$ cat config.mk
export PLATFORM = sky130hd
export DESIGN_NAME = check_slider
export DESIGN_NICKNAME = d
export VERILOG_FILES = /design/src/rtl/check_slider.sv
export SDC_FILE = /design/constraint.sdc
export NUM_CORES = 1
export LEC_CHECK = 0
export BUFFER_PORTS_ARGS = -buffer_cell sky130_fd_sc_hd__buf_2
export CAP_MARGIN = 40
export CORE_MARGIN = 2
export CORE_UTILIZATION = 53
export CTS_BUF_LIST = sky130_fd_sc_hd__clkbuf_4
export CTS_CLUSTER_DIAMETER = 150
export DETAILED_ROUTE_END_ITERATION = 8
export PLACE_DENSITY = 0.94
export SYNTH_ARGS = -nofsm -noshare
export SYNTH_HDL_FRONTEND = slang
export SYNTH_SLANG_ARGS = --single-unit
$ cat constraint.sdc
create_clock -name CLOCK_50 -period 6.66 [get_ports CLOCK_50]
set_input_delay 1.332 -clock CLOCK_50 [delete_from_list [all_inputs] [get_ports CLOCK_50]]
set_output_delay 1.332 -clock CLOCK_50 [all_outputs]
set_load 0.05 [all_outputs]
$ cat src/rtl/check_slider.sv
// Sliding-piece move checker (rook/bishop/queen by MODE). Walks the path one
// square per cycle and returns a registered verdict, a reason code and a done pulse.
module check_slider #(
  parameter int BOARD_N = 8,
  parameter int COORD_W = 3,
  parameter int PIECE_W = 4,
  parameter int MODE    = 2
) (
  input  logic                                          CLOCK_50,
  input  logic                                          reset,
  input  logic                                          start,
  input  logic [COORD_W-1:0]                            old_x,
  input  logic [COORD_W-1:0]                            old_y,
  input  logic [COORD_W-1:0]                            new_x,
  input  logic [COORD_W-1:0]                            new_y,
  input  logic [BOARD_N-1:0][BOARD_N-1:0][PIECE_W-1:0]  board_in,
  output logic                                          busy,
  output logic                                          done,
  output logic                                          move_valid,
  output logic [1:0]                                    fail_code
);

  typedef enum logic [1:0] {S_IDLE, S_SETUP, S_WALK, S_DONE} state_t;

  localparam int SW = COORD_W + 1;
  localparam logic [1:0] C_OK = 2'd0, C_GEOM = 2'd1, C_BLOCK = 2'd2, C_OWN = 2'd3;

  state_t state_q, state_d;
  logic [COORD_W-1:0] ox_q, ox_d, oy_q, oy_d, nx_q, nx_d, ny_q, ny_d;
  logic signed [SW-1:0] cx_q, cx_d, cy_q, cy_d, sx_q, sx_d, sy_q, sy_d;
  logic src_col_q, src_col_d;
  logic valid_q, valid_d;
  logic [1:0] code_q, code_d;

  logic signed [SW-1:0] dx, dy, adx, ady;
  logic [PIECE_W-1:0] src_cell, cur_cell;
  logic ortho, diag, legal, at_dst;

  function automatic logic signed [SW-1:0] sgn(input logic signed [SW-1:0] v);
    if (v == '0)     return '0;
    else if (v[SW-1]) return '1;
    else             return {{(SW-1){1'b0}}, 1'b1};
  endfunction

  always_comb begin
    dx       = $signed({1'b0, nx_q}) - $signed({1'b0, ox_q});
    dy       = $signed({1'b0, ny_q}) - $signed({1'b0, oy_q});
    adx      = dx[SW-1] ? -dx : dx;
    ady      = dy[SW-1] ? -dy : dy;
    ortho    = (dx != '0) ^ (dy != '0);
    diag     = (adx == ady) && (dx != '0);
    if (MODE == 0)      legal = ortho;
    else if (MODE == 1) legal = diag;
    else                legal = ortho | diag;
    src_cell = board_in[oy_q][ox_q];
    cur_cell = board_in[cy_q[COORD_W-1:0]][cx_q[COORD_W-1:0]];
    at_dst   = (cx_q == {1'b0, nx_q}) && (cy_q == {1'b0, ny_q});
  end

  always_comb begin
    state_d   = state_q;
    ox_d      = ox_q;
    oy_d      = oy_q;
    nx_d      = nx_q;
    ny_d      = ny_q;
    cx_d      = cx_q;
    cy_d      = cy_q;
    sx_d      = sx_q;
    sy_d      = sy_q;
    src_col_d = src_col_q;
    valid_d   = valid_q;
    code_d    = code_q;
    case (state_q)
      S_IDLE: if (start) begin
        ox_d    = old_x;
        oy_d    = old_y;
        nx_d    = new_x;
        ny_d    = new_y;
        valid_d = 1'b0;
        code_d  = C_OK;
        state_d = S_SETUP;
      end
      S_SETUP: begin
        src_col_d = src_cell[PIECE_W-1];
        sx_d      = sgn(dx);
        sy_d      = sgn(dy);
        // old == new gives dx = dy = 0, which neither ortho nor diag accepts
        if (!legal || src_cell == '0) begin
          code_d  = C_GEOM;
          state_d = S_DONE;
        end else begin
          cx_d    = $signed({1'b0, ox_q}) + sgn(dx);
          cy_d    = $signed({1'b0, oy_q}) + sgn(dy);
          state_d = S_WALK;
        end
      end
      S_WALK: begin
        if (at_dst) begin
          if (cur_cell == '0 || cur_cell[PIECE_W-1] != src_col_q) begin
            valid_d = 1'b1;
            code_d  = C_OK;
          end else begin
            code_d  = C_OWN;
          end
          state_d = S_DONE;
        end else if (cur_cell != '0) begin
          code_d  = C_BLOCK;
          state_d = S_DONE;
        end else begin
          cx_d = cx_q + sx_q;
          cy_d = cy_q + sy_q;
        end
      end
      default: state_d = S_IDLE;
    endcase
  end

  always_ff @(posedge CLOCK_50) begin
    if (reset) begin
      state_q   <= S_IDLE;
      ox_q      <= '0;
      oy_q      <= '0;
      nx_q      <= '0;
      ny_q      <= '0;
      cx_q      <= '0;
      cy_q      <= '0;
      sx_q      <= '0;
      sy_q      <= '0;
      src_col_q <= 1'b0;
      valid_q   <= 1'b0;
      code_q    <= C_OK;
    end else begin
      state_q   <= state_d;
      ox_q      <= ox_d;
      oy_q      <= oy_d;
      nx_q      <= nx_d;
      ny_q      <= ny_d;
      cx_q      <= cx_d;
      cy_q      <= cy_d;
      sx_q      <= sx_d;
      sy_q      <= sy_d;
      src_col_q <= src_col_d;
      valid_q   <= valid_d;
      code_q    <= code_d;
    end
  end

  assign busy       = (state_q != S_IDLE);
  assign done       = (state_q == S_DONE);
  assign move_valid = valid_q;
  assign fail_code  = code_q;

endmodule

==> report_table.html, run 1 <==
<table>
<tr><th>Metric</th><th>Value</th></tr>
<tr><th colspan="2">Logic synthesis</th></tr>
<tr><td>Post-synth cell types</td><td>65</td></tr>
<tr><td>Share of synthesized flip-flops with an asynchronous set or reset</td><td>0%</td></tr>
<tr><td>Cell types with the highest counts after synthesis</td><td>85 x nor2_1, 65 x mux2i_1, 65 x mux4_2</td></tr>
<tr><td>Yosys warning count</td><td>0</td></tr>
<tr><td>Most used standard cell by instance count after synthesis</td><td>nor2_1</td></tr>
<tr><td>Post-synth top area cell</td><td>mux4_2</td></tr>
<tr><td>Top cell type's share of synthesized area</td><td>about a quarter</td></tr>
<tr><td>Area contributors post-synth</td><td>mux4_2 25%, mux2i_1 11%, dfxtp_1 10%</td></tr>
<tr><td>Number of nets produced by synthesis</td><td>~960</td></tr>
<tr><td>Post-synthesis register bit count</td><td>30</td></tr>
<tr><td>Cells after Synth</td><td>approximately 660</td></tr>
<tr><td>Post-synth design cell area</td><td>just under 6000 µm²</td></tr>
<tr><td>Sequential element share of the synthesized area</td><td>approximately a tenth</td></tr>
<tr><td>Synthesized area divided by synthesized cell count</td><td>roughly 9 µm²</td></tr>
<tr><td>Main flop type after synthesis</td><td>dfxtp_1</td></tr>
<tr><td>Post-synth EDFFs</td><td>0</td></tr>
<tr><th colspan="2">Route</th></tr>
<tr><td>Total vias in the final route</td><td>between 6000 and 7000</td></tr>
<tr><td>Number of search-and-repair iterations in the first detailed-routing pass</td><td>7</td></tr>
<tr><td>Ratio of routed vias to standard cells</td><td>6.59</td></tr>
<tr><td>DRT antenna net count</td><td>0</td></tr>
<tr><td>Aggregate routed wire length</td><td>around 22000 µm</td></tr>
<tr><td>Remaining routing DRC violations</td><td>0</td></tr>
<tr><td>DRC violation total after the first TritonRoute iteration</td><td>between 700 and 800</td></tr>
<tr><td>Routed WL per cell</td><td>21.2 µm</td></tr>
<tr><th colspan="2">GRT</th></tr>
<tr><td>Overall global routing resource usage</td><td>a little under two fifths</td></tr>
<tr><td>Global-route wire length before repair</td><td>between 30000 and 40000 µm</td></tr>
<tr><td>Vias in the first global route</td><td>about 6700</td></tr>
<tr><td>Maximum number of pins on one net before global-route repair</td><td>44</td></tr>
<tr><td>Initial antenna violation count</td><td>0</td></tr>
<tr><td>Global-route congestion overflow total</td><td>0</td></tr>
<tr><th colspan="2">Setup path</th></tr>
<tr><td>Reg2Reg Capture Point</td><td>cx_q[3]</td></tr>
<tr><td>Arrival time reported for the critical path endpoint</td><td>~4.4 ns</td></tr>
<tr><td>Type of the worst setup path</td><td>flop to flop</td></tr>
<tr><td>Reg2Reg Depth</td><td>11</td></tr>
<tr><td>Launch instance of the worst register-to-register path</td><td>oy_q[2]</td></tr>
<tr><td>Critical path capture point type</td><td>flop</td></tr>
<tr><td>Kind of launch point of the worst setup path</td><td>flop</td></tr>
<tr><td>Required time reported for the critical path endpoint</td><td>6.90 ns</td></tr>
<tr><td>Critical Path Fanout Max</td><td>37</td></tr>
<tr><td>Setup slack on the worst flop-to-flop path</td><td>2.52 ns</td></tr>
<tr><th colspan="2">Timing</th></tr>
<tr><td>Clock skew</td><td>0.0143 ns</td></tr>
<tr><td>Relative slew margins</td><td>43.3%</td></tr>
<tr><td>Max-slew violations</td><td>0</td></tr>
<tr><td>Final critical delay including setup and external delays</td><td>between 4 and 5 ns</td></tr>
<tr><td>Crit share post-route</td><td>between 60% and 70%</td></tr>
<tr><td>Max Freq</td><td>between 0.2 and 0.25 GHz</td></tr>
<tr><td>Final number of hold-violating endpoints</td><td>0</td></tr>
<tr><td>Transition time at the pin with the least slew margin</td><td>roughly 0.85 ns</td></tr>
<tr><td>Final number of setup-violating endpoints</td><td>0</td></tr>
<tr><td>Aggregate negative setup slack</td><td>0 ns</td></tr>
<tr><td>RSZ-0062 raised after global routing</td><td>false</td></tr>
<tr><th colspan="2">Placed design</th></tr>
<tr><td>Dpl hpwl</td><td>approximately 18000 µm</td></tr>
<tr><td>Number of instances in the placed design</td><td>between 1000 and 1500</td></tr>
<tr><td>RePlAce Congestion</td><td>a little under 1</td></tr>
<tr><td>Cell area after placement</td><td>7310 µm²</td></tr>
<tr><td>Quantity of I/O buffers inserted on ports</td><td>275</td></tr>
<tr><th colspan="2">Hold path</th></tr>
<tr><td>Beginning of the worst hold path</td><td>ny_q[0]</td></tr>
<tr><td>Worst Hold Path Cells</td><td>2</td></tr>
<tr><td>End of the worst hold path</td><td>ny_q[0]</td></tr>
<tr><td>Worst hold path class</td><td>flop to flop</td></tr>
<tr><th colspan="2">Floorplanning</th></tr>
<tr><td>Effective utilization at floorplan</td><td>a little over half</td></tr>
<tr><td>Die boundary height</td><td>~110 µm</td></tr>
<tr><td>Rows</td><td>38</td></tr>
<tr><td>X dimension of the die</td><td>110 µm</td></tr>
<tr><td>Die ar.</td><td>12100 µm²</td></tr>
<tr><td>Core ar.</td><td>10900 µm²</td></tr>
<tr><td>Top-Level Pins</td><td>276</td></tr>
<tr><th colspan="2">Clocking</th></tr>
<tr><td>Post-CTS Hold Buffers</td><td>0</td></tr>
<tr><td>Buffer count from post-CTS setup fixing</td><td>0</td></tr>
<tr><td>CTS Root Buffer Type</td><td>clkbuf_4</td></tr>
<tr><td>Number of sinks driven by the clock tree</td><td>30</td></tr>
<tr><td>Worst-skew pair later-pin latency</td><td>between 0.3 and 0.4 ns</td></tr>
<tr><td>Clock Path Buffers</td><td>2</td></tr>
<tr><td>Maximum level of the CTS H-tree</td><td>2</td></tr>
<tr><td>Gates resized, CTS repair</td><td>0</td></tr>
<tr><td>Number of CTS-inserted buffers</td><td>5</td></tr>
<tr><td>CTS tree</td><td>yes</td></tr>
<tr><td>Clock-pin slew on the worst setup and hold paths</td><td>~0.1 ns</td></tr>
<tr><th colspan="2">Power</th></tr>
<tr><td>LEAKAGE</td><td>roughly 3.2 nW</td></tr>
<tr><td>Worst ir drop on vdd</td><td>~0.17 mV</td></tr>
<tr><td>Total power of the final layout</td><td>roughly 0.0024 W</td></tr>
<tr><td>Pwr dens</td><td>about 320 nW/µm²</td></tr>
<tr><th colspan="2">Flow run</th></tr>
<tr><td>Max-cap viol count</td><td>0</td></tr>
<tr><th colspan="2">Cells and area</th></tr>
<tr><td>Final nets</td><td>roughly 1200</td></tr>
<tr><td>Final core utilization</td><td>67.6%</td></tr>
<tr><td>Ratio of cells with drive above 1 in the final layout</td><td>41.5%</td></tr>
<tr><td>Post-layout instance area</td><td>about 7400 µm²</td></tr>
<tr><td>Synthesis-to-finish area growth</td><td>23.8%</td></tr>
<tr><td>ANT cells</td><td>0</td></tr>
<tr><td>Non-filler instance count after layout</td><td>approximately 1000</td></tr>
<tr><th colspan="2">Status</th></tr>
<tr><td>Outcome</td><td>finished clean</td></tr>
</table>
-- kinds of logic after synthesis --
logic type	Yosys count	share of synthesized area, %
flip-flops	30	10.1
adder cells (fa/ha/maj)	31	7.28
XOR/XNOR	24	3.79
AND/OR/NAND/NOR	227	18.0
multiplexers	142	39.4
buffers and inverters	74	5.79
AO/OA/AOI/OAI	131	15.7
-- registers in the layout, indices dropped and copies added (netlist names), 2 cells and up --
signal and cells:
state_q 2, oy_q 3, cx_q 4, nx_q 3, fail_code 2, sy_q 2, ny_q 3, cy_q 4
ox_q 3, sx_q 2
-- how the worst max path moves through the flow --
stage                     slack, ns  cells past startpoint     startpoint       to
after global routing           2.25                     11        oy_q[2]  cy_q[0]
after detailed placement       2.60                     11        oy_q[2]  cx_q[3]
after floorplan                3.01                      8  board_in[196]  cx_q[0]
final                          2.52                     11        oy_q[2]  cx_q[3]
after CTS                      2.59                     11        oy_q[2]  cx_q[3]
after global placement         2.67                      9  board_in[190]  cy_q[0]
-- cell usage in the layout, fill, tap and decap left out, types with 6 or more instances in the layout --
cell	instances
a211oi_1	11
a21o_1	6
a21oi_1	41
a22oi_1	21
and2_1	6
buf_2	275
buf_4	6
clkbuf_4	6
dfxtp_1	25
fa_1	6
ha_1	25
inv_1	25
mux2i_1	65
mux4_2	65
nand2_1	50
nand2b_1	10
nand3_1	14
nor2_1	85
nor2b_1	14
nor3_1	21
nor4_1	6
o21ai_0	8
o31ai_1	6
xnor2_1	12
xor2_1	11
-- cell type report --
cell class / instances / area (µm²)
multi-input combinational: 555 / 5000
fill: 878 / 3530
timing repair buffer: 281 / 1420
sequential: 30 / 607
tap: 140 / 175
inverter: 27 / 101
clock buffer: 6 / 45.0
clock inverter: 2 / 8.76
-- power by group --
group	switching, W	internal (W)	total, W
sequential	0.000149	0.000235	0.000384
combinational	0.00104	0.000850	0.00189
clock	0.0000684	0.0000437	0.000112
-- metrics by stage --
step | hold WS, ns | setup slack (ns)
after floorplan | 0.463 | 3.01
after global placement | 0.479 | 2.67
after detailed placement | 0.483 | 2.60
after CTS | 0.498 | 2.59
after global routing | 0.515 | 2.25
final | 0.493 | 2.52
-- metal layers --
| layer | global-route usage (%) | share of wire, % |
|---|---|---|
| met5 | 0 | 0 |
| met3 | 10.1 | 14 |
| met4 | 15.5 | 4.5 |
| met1 | 44.5 | 36 |
| met2 | 61.2 | 46 |
-- worst max-delay path: stages, from the launching register on --
cell and delay, ns:
dfxtp_2 0.32, buf_4 0.45, clkinv_1 0.45, ha_1 0.47, xor2_1 0.32, xnor2_1 0.23, xor3_1 0.28, a211oi_1 0.05
o311ai_0 0.64, nand2_1 0.21, o311ai_4 0.24, mux2_4 0.35
Power figures use the tool's default switching activity.
==> run 2: changes to the inputs <==
--- a/config.mk
+++ b/config.mk
@@ -8,11 +8,11 @@
 export BUFFER_PORTS_ARGS = -buffer_cell sky130_fd_sc_hd__buf_2
 export CAP_MARGIN = 40
 export CORE_MARGIN = 2
-export CORE_UTILIZATION = 53
+export CORE_UTILIZATION = 45
 export CTS_BUF_LIST = sky130_fd_sc_hd__clkbuf_4
 export CTS_CLUSTER_DIAMETER = 150
 export DETAILED_ROUTE_END_ITERATION = 8
-export PLACE_DENSITY = 0.94
+export PLACE_DENSITY = 0.86
 export SYNTH_ARGS = -nofsm -noshare
 export SYNTH_HDL_FRONTEND = slang
 export SYNTH_SLANG_ARGS = --single-unit
==> constraint.sdc (replaced) <==
create_clock -name CLOCK_50 -period 3.6 [get_ports CLOCK_50]
set_input_delay 0.72 -clock CLOCK_50 [delete_from_list [all_inputs] [get_ports CLOCK_50]]
set_output_delay 0.72 -clock CLOCK_50 [all_outputs]
set_load 0.05 [all_outputs]
==> report_table.html, run 2 (same netlist as run 1, synthesis figures left out) <==
<table>
<tr><th>Metric</th><th>Value</th></tr>
<tr><th colspan="2">Setup path</th></tr>
<tr><td>Required time reported for the critical path endpoint</td><td>~3.8 ns</td></tr>
<tr><td>Arrival time reported for the critical path endpoint</td><td>~3.6 ns</td></tr>
<tr><td>Type of the worst setup path</td><td>flop to flop</td></tr>
<tr><td>Reg2Reg Depth</td><td>11</td></tr>
<tr><td>Critical path capture point type</td><td>flop</td></tr>
<tr><td>Critical Path Fanout Max</td><td>8</td></tr>
<tr><td>Launching instance or port of the critical path</td><td>nx_q[0]</td></tr>
<tr><td>Kind of launch point of the worst setup path</td><td>flop</td></tr>
<tr><td>Launch instance of the worst register-to-register path</td><td>nx_q[0]</td></tr>
<tr><th colspan="2">Route</th></tr>
<tr><td>Routed WL per cell</td><td>a little over 20 µm</td></tr>
<tr><td>Remaining routing DRC violations</td><td>0</td></tr>
<tr><td>DRC violation total after the first TritonRoute iteration</td><td>~580</td></tr>
<tr><td>Total vias in the final route</td><td>just under 7000</td></tr>
<tr><td>DRT antenna net count</td><td>0</td></tr>
<tr><td>Aggregate routed wire length</td><td>roughly 23000 µm</td></tr>
<tr><td>Number of search-and-repair iterations in the first detailed-routing pass</td><td>7</td></tr>
<tr><td>Ratio of routed vias to standard cells</td><td>6.21</td></tr>
<tr><th colspan="2">Placed design</th></tr>
<tr><td>Quantity of I/O buffers inserted on ports</td><td>~280</td></tr>
<tr><td>RePlAce Congestion</td><td>just under 1</td></tr>
<tr><td>Dpl hpwl</td><td>18700 µm</td></tr>
<tr><td>Number of instances in the placed design</td><td>between 1000 and 1500</td></tr>
<tr><td>Worst slack at placement</td><td>roughly 0.27 ns</td></tr>
<tr><th colspan="2">Power</th></tr>
<tr><td>Clock power frac</td><td>between 4 and 5%</td></tr>
<tr><td>LEAKAGE</td><td>~3.3 nW</td></tr>
<tr><td>Switching share of power</td><td>51.4%</td></tr>
<tr><td>Internal power of the cells</td><td>between 0.002 and 0.0025 W</td></tr>
<tr><td>Combinational cell fraction of total power</td><td>about four fifths</td></tr>
<tr><td>Net Switching</td><td>0.00237 W</td></tr>
<tr><td>Seq pwr share</td><td>between 10 and 15%</td></tr>
<tr><td>Worst ir drop on vdd</td><td>about 0.28 mV</td></tr>
<tr><td>Pwr dens</td><td>between 600 and 700 nW/µm²</td></tr>
<tr><th colspan="2">Cells and area</th></tr>
<tr><td>Ratio of cells with drive above 1 in the final layout</td><td>a little over two fifths</td></tr>
<tr><td>ANT cells</td><td>0</td></tr>
<tr><td>Synthesis-to-finish area growth</td><td>27.7%</td></tr>
<tr><td>Commonest non-fill, non-tap cell in the layout</td><td>buf_2</td></tr>
<tr><td>Registers with the highest flip-flop counts</td><td>cx_q (4), cy_q (4)</td></tr>
<tr><td>Commonest non-fill, non-tap cells in the layout</td><td>275 x buf_2, 85 x nor2_1, 65 x mux2i_1, 65 x mux4_2, 50 x nand2_1</td></tr>
<tr><td>Final nets</td><td>between 1000 and 1500</td></tr>
<tr><td>Fillers</td><td>about 1200</td></tr>
<tr><td>Non-filler instance count after layout</td><td>about 1100</td></tr>
<tr><th colspan="2">Clocking</th></tr>
<tr><td>Maximum level of the CTS H-tree</td><td>2</td></tr>
<tr><td>Worst-skew pair later-pin latency</td><td>between 0.3 and 0.4 ns</td></tr>
<tr><td>Clock Path Buffers</td><td>2</td></tr>
<tr><td>Gates resized, CTS repair</td><td>0</td></tr>
<tr><td>Buffer count from post-CTS setup fixing</td><td>0</td></tr>
<tr><td>CTS tree</td><td>yes</td></tr>
<tr><td>Number of sinks driven by the clock tree</td><td>30</td></tr>
<tr><td>Clock-pin slew on the worst setup and hold paths</td><td>between 0.1 and 0.15 ns</td></tr>
<tr><td>Number of CTS-inserted buffers</td><td>5</td></tr>
<tr><td>CTS Root Buffer Type</td><td>clkbuf_4</td></tr>
<tr><td>Post-CTS Hold Buffers</td><td>0</td></tr>
<tr><th colspan="2">GRT</th></tr>
<tr><td>Vias in the first global route</td><td>about 6900</td></tr>
<tr><td>Overall global routing resource usage</td><td>31.6%</td></tr>
<tr><td>Global-route wire length before repair</td><td>between 30000 and 40000 µm</td></tr>
<tr><td>Initial antenna violation count</td><td>0</td></tr>
<tr><td>Global-route congestion overflow total</td><td>0</td></tr>
<tr><td>Maximum number of pins on one net before global-route repair</td><td>between 40 and 50</td></tr>
<tr><th colspan="2">Floorplanning</th></tr>
<tr><td>Rows</td><td>42</td></tr>
<tr><td>X dimension of the die</td><td>119 µm</td></tr>
<tr><td>Core ar.</td><td>around 13000 µm²</td></tr>
<tr><td>Die ar.</td><td>14200 µm²</td></tr>
<tr><td>Effective utilization at floorplan</td><td>about 45%</td></tr>
<tr><td>Top-Level Pins</td><td>about 280</td></tr>
<tr><td>Die boundary height</td><td>approximately 120 µm</td></tr>
<tr><th colspan="2">Timing</th></tr>
<tr><td>Aggregate negative setup slack</td><td>0 ns</td></tr>
<tr><td>RSZ-0062 raised after global routing</td><td>false</td></tr>
<tr><td>Final number of hold-violating endpoints</td><td>0</td></tr>
<tr><td>Clock skew</td><td>0.0111 ns</td></tr>
<tr><td>Final critical delay including setup and external delays</td><td>~3.4 ns</td></tr>
<tr><td>Relative slew margins</td><td>just over 50%</td></tr>
<tr><td>Smallest setup slack after layout</td><td>around 0.22 ns</td></tr>
<tr><td>Max Freq</td><td>just under 0.3 GHz</td></tr>
<tr><td>Final number of setup-violating endpoints</td><td>0</td></tr>
<tr><td>WHS</td><td>approximately 0.5 ns</td></tr>
<tr><td>Crit share post-route</td><td>between 90% and 100%</td></tr>
<tr><td>Transition time at the pin with the least slew margin</td><td>approximately 0.74 ns</td></tr>
<tr><td>Max-slew violations</td><td>0</td></tr>
<tr><th colspan="2">Flow run</th></tr>
<tr><td>Max-cap viol count</td><td>0</td></tr>
<tr><th colspan="2">Hold path</th></tr>
<tr><td>Beginning of the worst hold path</td><td>nx_q[0]</td></tr>
<tr><td>Worst Hold Path Cells</td><td>2</td></tr>
<tr><td>Worst hold path class</td><td>flop to flop</td></tr>
<tr><th colspan="2">Status</th></tr>
<tr><td>Outcome</td><td>finished clean</td></tr>
</table>
==> run 2: changes by cell type in the layout (fill, tap and decap cells not counted) <==
cell / previous run / this run
buf_4: 6 / 31
clkbuf_4: 6 / 7
clkinv_1: 2 / 1
clkinv_2: 1 / 0
==> run 2: worst max-delay path, cell delays in order (launching register included) <==
cell	delay, ns
dfxtp_1	0.37
inv_1	0.05
ha_1	0.19
fa_1	0.42
xor2_1	0.20
xnor2_1	0.33
xor3_1	0.30
a211oi_1	0.05
o311ai_0	0.55
nand2_1	0.22
o311ai_4	0.24
mux2_4	0.35
==> run 2: layout make-up <==
cell class              instances  area [µm²]  share of cell area [%]
multi-input cells             555        5000                    65.9
flip-flops and latches         30         607                    7.99
repair buffers                306        1610                    21.2
inverters                      27         101                    1.33
clock buffers                   7        52.6                   0.692
well taps                     176         220                    2.90
==> run 2: metal layers <==
layer  global-route usage, %  part of all wire (%)  up-vias
met3                    6.13                    11       68
met2                    55.2                    48      496
li1                        -                     -     3068
met5                       0                     0        -
met4                    9.60                   3.0        0
met1                    39.4                    37     3207
==> run 2: final timing paths <==
| kind | endpoint | slack [ns] |
|---|---|---|
| setup / recovery | cy_q[0] | 0.22 |
| hold / removal | nx_q[0] | 0.49 |
| setup reg to reg | cy_q[0] | 0.22 |
| hold reg to reg | nx_q[0] | 0.49 |
==> run 2: power by group through the flow <==
stage / clock [W] / combinational, W / sequential, W
floorplan: 0 / 0.00273 / 0.000541
global placement: 0 / 0.00355 / 0.000661
detailed placement: 0 / 0.00362 / 0.000669
CTS: 0.000214 / 0.00364 / 0.000660
global route: 0.000228 / 0.00399 / 0.000684
finish: 0.000218 / 0.00372 / 0.000665
==> run 2: metrics by stage <==
step / util, % / area, µm² / total power (W)
4_1_cts: 58.0 / 7590 / 0.00452
5_1_grt: 58.0 / 7590 / 0.00490
2_1_floorplan: - / 5950 / 0.00327
3_3_place_gp: 57.6 / 7540 / 0.00421
6_report: 58.0 / 7590 / 0.00460
3_5_place_dp: 57.6 / 7540 / 0.00429
==> run 3: changes to the inputs <==
--- a/config.mk
+++ b/config.mk
@@ -5,10 +5,12 @@
 export SDC_FILE = /design/constraint.sdc
 export NUM_CORES = 1
 export LEC_CHECK = 0
+export ABC_AREA = 1
+export ABC_CLOCK_PERIOD_IN_PS = 3600
 export BUFFER_PORTS_ARGS = -buffer_cell sky130_fd_sc_hd__buf_2
 export CAP_MARGIN = 40
 export CORE_MARGIN = 2
-export CORE_UTILIZATION = 45
+export CORE_UTILIZATION = 47
 export CTS_BUF_LIST = sky130_fd_sc_hd__clkbuf_4
 export CTS_CLUSTER_DIAMETER = 150
 export DETAILED_ROUTE_END_ITERATION = 8
==> report_table.html, run 3 <==
<table>
<tr><th>Metric</th><th>Value</th></tr>
<tr><th colspan="2">Status</th></tr>
<tr><td>Outcome</td><td>finished clean</td></tr>
<tr><th colspan="2">Logic synthesis</th></tr>
<tr><td>Cell types with the highest counts after synthesis</td><td>522 x nand2_1, 347 x nand3_1, 92 x inv_1</td></tr>
<tr><td>Top cell type's share of synthesized area</td><td>between 20% and 30%</td></tr>
<tr><td>Cells after Synth</td><td>around 1400</td></tr>
<tr><td>Synthesized area divided by synthesized cell count</td><td>between 5 and 6 µm²</td></tr>
<tr><td>Main flop type after synthesis</td><td>dfxtp_1</td></tr>
<tr><td>Yosys warning count</td><td>0</td></tr>
<tr><td>Post-synth design cell area</td><td>roughly 7000 µm²</td></tr>
<tr><td>Post-synthesis register bit count</td><td>30</td></tr>
<tr><td>Number of nets produced by synthesis</td><td>around 1700</td></tr>
<tr><td>Share of synthesized flip-flops with an asynchronous set or reset</td><td>0%</td></tr>
<tr><td>Post-synth top area cell</td><td>nand2_1</td></tr>
<tr><td>Post-synth EDFFs</td><td>0</td></tr>
<tr><td>Post-synth cell types</td><td>36</td></tr>
<tr><td>Area contributors post-synth</td><td>nand2_1 28%, nand3_1 25%, dfxtp_1 8.6%</td></tr>
<tr><td>Most used standard cell by instance count after synthesis</td><td>nand2_1</td></tr>
<tr><td>Sequential element share of the synthesized area</td><td>8.61%</td></tr>
<tr><th colspan="2">Setup path</th></tr>
<tr><td>Dominant delay contributor by cell family on the critical path</td><td>simple AND/OR/NAND/NOR gates</td></tr>
<tr><td>Number of buffer and inverter instances along the worst setup path</td><td>3</td></tr>
<tr><td>Most common cell type on the critical path</td><td>nand2_1</td></tr>
<tr><td>Crit path cell chain</td><td>clkinv_1 -&gt; ha_1 -&gt; a21oi_1 -&gt; nand2_1 -&gt; inv_1 -&gt; nand2_1 -&gt; a21boi_0 -&gt; o21ai_0 -&gt; nor2_1 -&gt; nand3_1 -&gt; nand2_1 -&gt; nand2_1 -&gt; nand2_1 -&gt; nand2_2 -&gt; inv_2 -&gt; nand2_1 -&gt; a21oi_1</td></tr>
<tr><td>Reg2Reg Capture Point</td><td>cy_q[0]</td></tr>
<tr><td>Required time reported for the critical path endpoint</td><td>between 3 and 4 ns</td></tr>
<tr><td>Largest incremental delay on the critical path</td><td>just under 0.6 ns</td></tr>
<tr><td>Arrival time reported for the critical path endpoint</td><td>3.52 ns</td></tr>
<tr><td>Launch instance of the worst register-to-register path</td><td>ox_q[1]</td></tr>
<tr><td>Reg2Reg Depth</td><td>17</td></tr>
<tr><td>Critical path capture point type</td><td>flop</td></tr>
<tr><td>Critical Path Fanout Max</td><td>11</td></tr>
<tr><td>Type of the worst setup path</td><td>flop to flop</td></tr>
<tr><td>Cell with the largest stage delay on the worst path</td><td>dfxtp_1</td></tr>
<tr><td>Kind of launch point of the worst setup path</td><td>flop</td></tr>
<tr><td>Setup slack on the worst flop-to-flop path</td><td>about 0.37 ns</td></tr>
<tr><th colspan="2">Power</th></tr>
<tr><td>LEAKAGE</td><td>~4.5 nW</td></tr>
<tr><td>Worst ir drop on vdd</td><td>roughly 0.38 mV</td></tr>
<tr><td>Pwr dens</td><td>about 700 nW/µm²</td></tr>
<tr><th colspan="2">Clocking</th></tr>
<tr><td>Buffer count from post-CTS setup fixing</td><td>0</td></tr>
<tr><td>Number of sinks driven by the clock tree</td><td>30</td></tr>
<tr><td>Clock-pin slew on the worst setup and hold paths</td><td>between 0.1 and 0.15 ns</td></tr>
<tr><td>Number of CTS-inserted buffers</td><td>5</td></tr>
<tr><td>CTS Root Buffer Type</td><td>clkbuf_4</td></tr>
<tr><td>Gates resized, CTS repair</td><td>0</td></tr>
<tr><td>CTS tree</td><td>yes</td></tr>
<tr><td>Clock Path Buffers</td><td>2</td></tr>
<tr><td>Maximum level of the CTS H-tree</td><td>2</td></tr>
<tr><td>Worst-skew pair later-pin latency</td><td>roughly 0.35 ns</td></tr>
<tr><td>Post-CTS Hold Buffers</td><td>0</td></tr>
<tr><th colspan="2">Route</th></tr>
<tr><td>DRT antenna net count</td><td>0</td></tr>
<tr><td>Total vias in the final route</td><td>10100</td></tr>
<tr><td>Ratio of routed vias to standard cells</td><td>roughly 5.7</td></tr>
<tr><td>Aggregate routed wire length</td><td>27400 µm</td></tr>
<tr><td>Routed WL per cell</td><td>about 15 µm</td></tr>
<tr><td>DRC violation total after the first TritonRoute iteration</td><td>1217</td></tr>
<tr><td>Number of search-and-repair iterations in the first detailed-routing pass</td><td>6</td></tr>
<tr><td>Remaining routing DRC violations</td><td>0</td></tr>
<tr><th colspan="2">GRT</th></tr>
<tr><td>Met2 Resource Use GR</td><td>55.7%</td></tr>
<tr><td>Overall global routing resource usage</td><td>33.3%</td></tr>
<tr><td>Global-route wire length before repair</td><td>44300 µm</td></tr>
<tr><td>Global-route congestion overflow total</td><td>0</td></tr>
<tr><td>Busiest layer in global routing</td><td>met2</td></tr>
<tr><td>Maximum number of pins on one net before global-route repair</td><td>132</td></tr>
<tr><td>GR Util met3</td><td>5.40%</td></tr>
<tr><td>Vias in the first global route</td><td>~9300</td></tr>
<tr><td>Met1 demand-to-capacity share in global routing</td><td>a little over two fifths</td></tr>
<tr><td>Initial antenna violation count</td><td>5</td></tr>
<tr><th colspan="2">Hold path</th></tr>
<tr><td>Worst hold path class</td><td>flop to flop</td></tr>
<tr><td>End of the worst hold path</td><td>move_valid</td></tr>
<tr><td>Beginning of the worst hold path</td><td>move_valid</td></tr>
<tr><td>Worst Hold Path Cells</td><td>2</td></tr>
<tr><th colspan="2">Floorplanning</th></tr>
<tr><td>Die boundary height</td><td>126 µm</td></tr>
<tr><td>X dimension of the die</td><td>between 100 and 150 µm</td></tr>
<tr><td>Top-Level Pins</td><td>approximately 280</td></tr>
<tr><td>Core ar.</td><td>14500 µm²</td></tr>
<tr><td>Rows</td><td>between 40 and 50</td></tr>
<tr><td>Die ar.</td><td>15800 µm²</td></tr>
<tr><td>Effective utilization at floorplan</td><td>between 40% and 50%</td></tr>
<tr><th colspan="2">Timing</th></tr>
<tr><td>Relative slew margins</td><td>between 40% and 50%</td></tr>
<tr><td>Transition time at the pin with the least slew margin</td><td>0.754 ns</td></tr>
<tr><td>Crit share post-route</td><td>around nine tenths</td></tr>
<tr><td>Max-slew violations</td><td>0</td></tr>
<tr><td>Final number of hold-violating endpoints</td><td>0</td></tr>
<tr><td>Max Freq</td><td>0.309 GHz</td></tr>
<tr><td>Final critical delay including setup and external delays</td><td>3.23 ns</td></tr>
<tr><td>Final number of setup-violating endpoints</td><td>0</td></tr>
<tr><td>Clock skew</td><td>roughly 0.012 ns</td></tr>
<tr><td>Aggregate negative setup slack</td><td>0 ns</td></tr>
<tr><td>Smallest setup slack after layout</td><td>roughly 0.37 ns</td></tr>
<tr><td>RSZ-0062 raised after global routing</td><td>false</td></tr>
<tr><th colspan="2">Placed design</th></tr>
<tr><td>RePlAce Congestion</td><td>a little under 1</td></tr>
<tr><td>Dpl hpwl</td><td>between 20000 and 25000 µm</td></tr>
<tr><td>Worst slack at placement</td><td>between 0.4 and 0.5 ns</td></tr>
<tr><td>Cell area after placement</td><td>between 8000 and 9000 µm²</td></tr>
<tr><td>Quantity of I/O buffers inserted on ports</td><td>around 280</td></tr>
<tr><th colspan="2">Cells and area</th></tr>
<tr><td>Synthesis-to-finish area growth</td><td>19.1%</td></tr>
<tr><td>Final core utilization</td><td>between 50% and 60%</td></tr>
<tr><td>Commonest non-fill, non-tap cell in the layout</td><td>nand2_1</td></tr>
<tr><td>Registers with the highest flip-flop counts</td><td>cx_q (4), cy_q (4)</td></tr>
<tr><td>Ratio of cells with drive above 1 in the final layout</td><td>20.1%</td></tr>
<tr><td>Post-layout instance area</td><td>between 8000 and 9000 µm²</td></tr>
<tr><td>Final nets</td><td>about 1900</td></tr>
<tr><td>Commonest non-fill, non-tap cells in the layout</td><td>522 x nand2_1, 347 x nand3_1, 275 x buf_2</td></tr>
<tr><th colspan="2">Flow run</th></tr>
<tr><td>Max-cap viol count</td><td>0</td></tr>
</table>
## run 3: changes by cell type after synthesis, moves of 13 or more
cell,delta
mux4_2,-65
inv_1,+67
nor3_1,-19
nand3_1,+333
o21ai_0,+70
nand2_1,+472
mux2i_1,-65
nor2_1,-13
buf_2,+38
a22oi_1,-21
nor2b_1,-14
## run 3: final cells by class
type | instances | area, µm²
fill | 1502 | 6220
multi-input combinational | 1152 | 5430
timing repair buffer | 295 | 1560
sequential | 30 | 611
inverter | 102 | 385
tap | 184 | 230
clock inverter | 3 | 40.0
clock buffer | 5 | 37.5
antenna | 4 | 10.0
## run 3: kinds of logic after synthesis
logic type	count (synthesis)	synth area share (%)
DFF	30	8.61
AOI/OAI and AO/OA	140	10.5
xor gates and xnor gates	17	2.13
buffers and inverters	198	13.5
adders and majority gates	31	6.21
and+or+nand+nor	964	59.0
## run 3: through the flow
step	power (W)	hold slack, ns	cells
2_1_floorplan	0.00417	0.460	1380
3_3_place_gp	0.00518	0.452	1763
3_5_place_dp	0.00527	0.458	1763
4_1_cts	0.00556	0.476	1771
5_1_grt	0.00622	0.500	1775
6_report	0.00566	0.479	1775
## run 3: worst max-delay path by stage
stage,depth (start not counted),slack [ns],to,startpoint
floorplan,15,0.91,cy_q[2],oy_q[2]
global placement,17,0.69,cy_q[0],ox_q[1]
detailed placement,17,0.49,cy_q[0],ox_q[1]
CTS,17,0.47,cy_q[0],ox_q[1]
global route,17,0.09,cy_q[2],ox_q[1]
finish,17,0.37,cy_q[0],ox_q[1]
## run 3: report_power, final
group	internal (W)	leakage [nW]	switching (W)	total (W)
sequential	0.000459	0.249	0.000194	0.000653
combinational	0.00165	4.19	0.00308	0.00473
clock	0.000144	0.0450	0.000133	0.000277
## run 3: worst reg2reg max path, delay by kind of cell (launching register included)
kind	cells	cell delay [ns]
simple gates	9	0.94
buf+inv	3	0.77
flops	1	0.59
compound gates	4	0.54
fa+ha+maj	1	0.35
## run 3: layer usage
layer	part of all wire, %	vias up	routed length (µm)
met1	38	4415	10500
met3	12	110	3240
met5	0.040	-	11
met2	46	712	12500
li1	-	4906	-
met4	4.1	2	1130
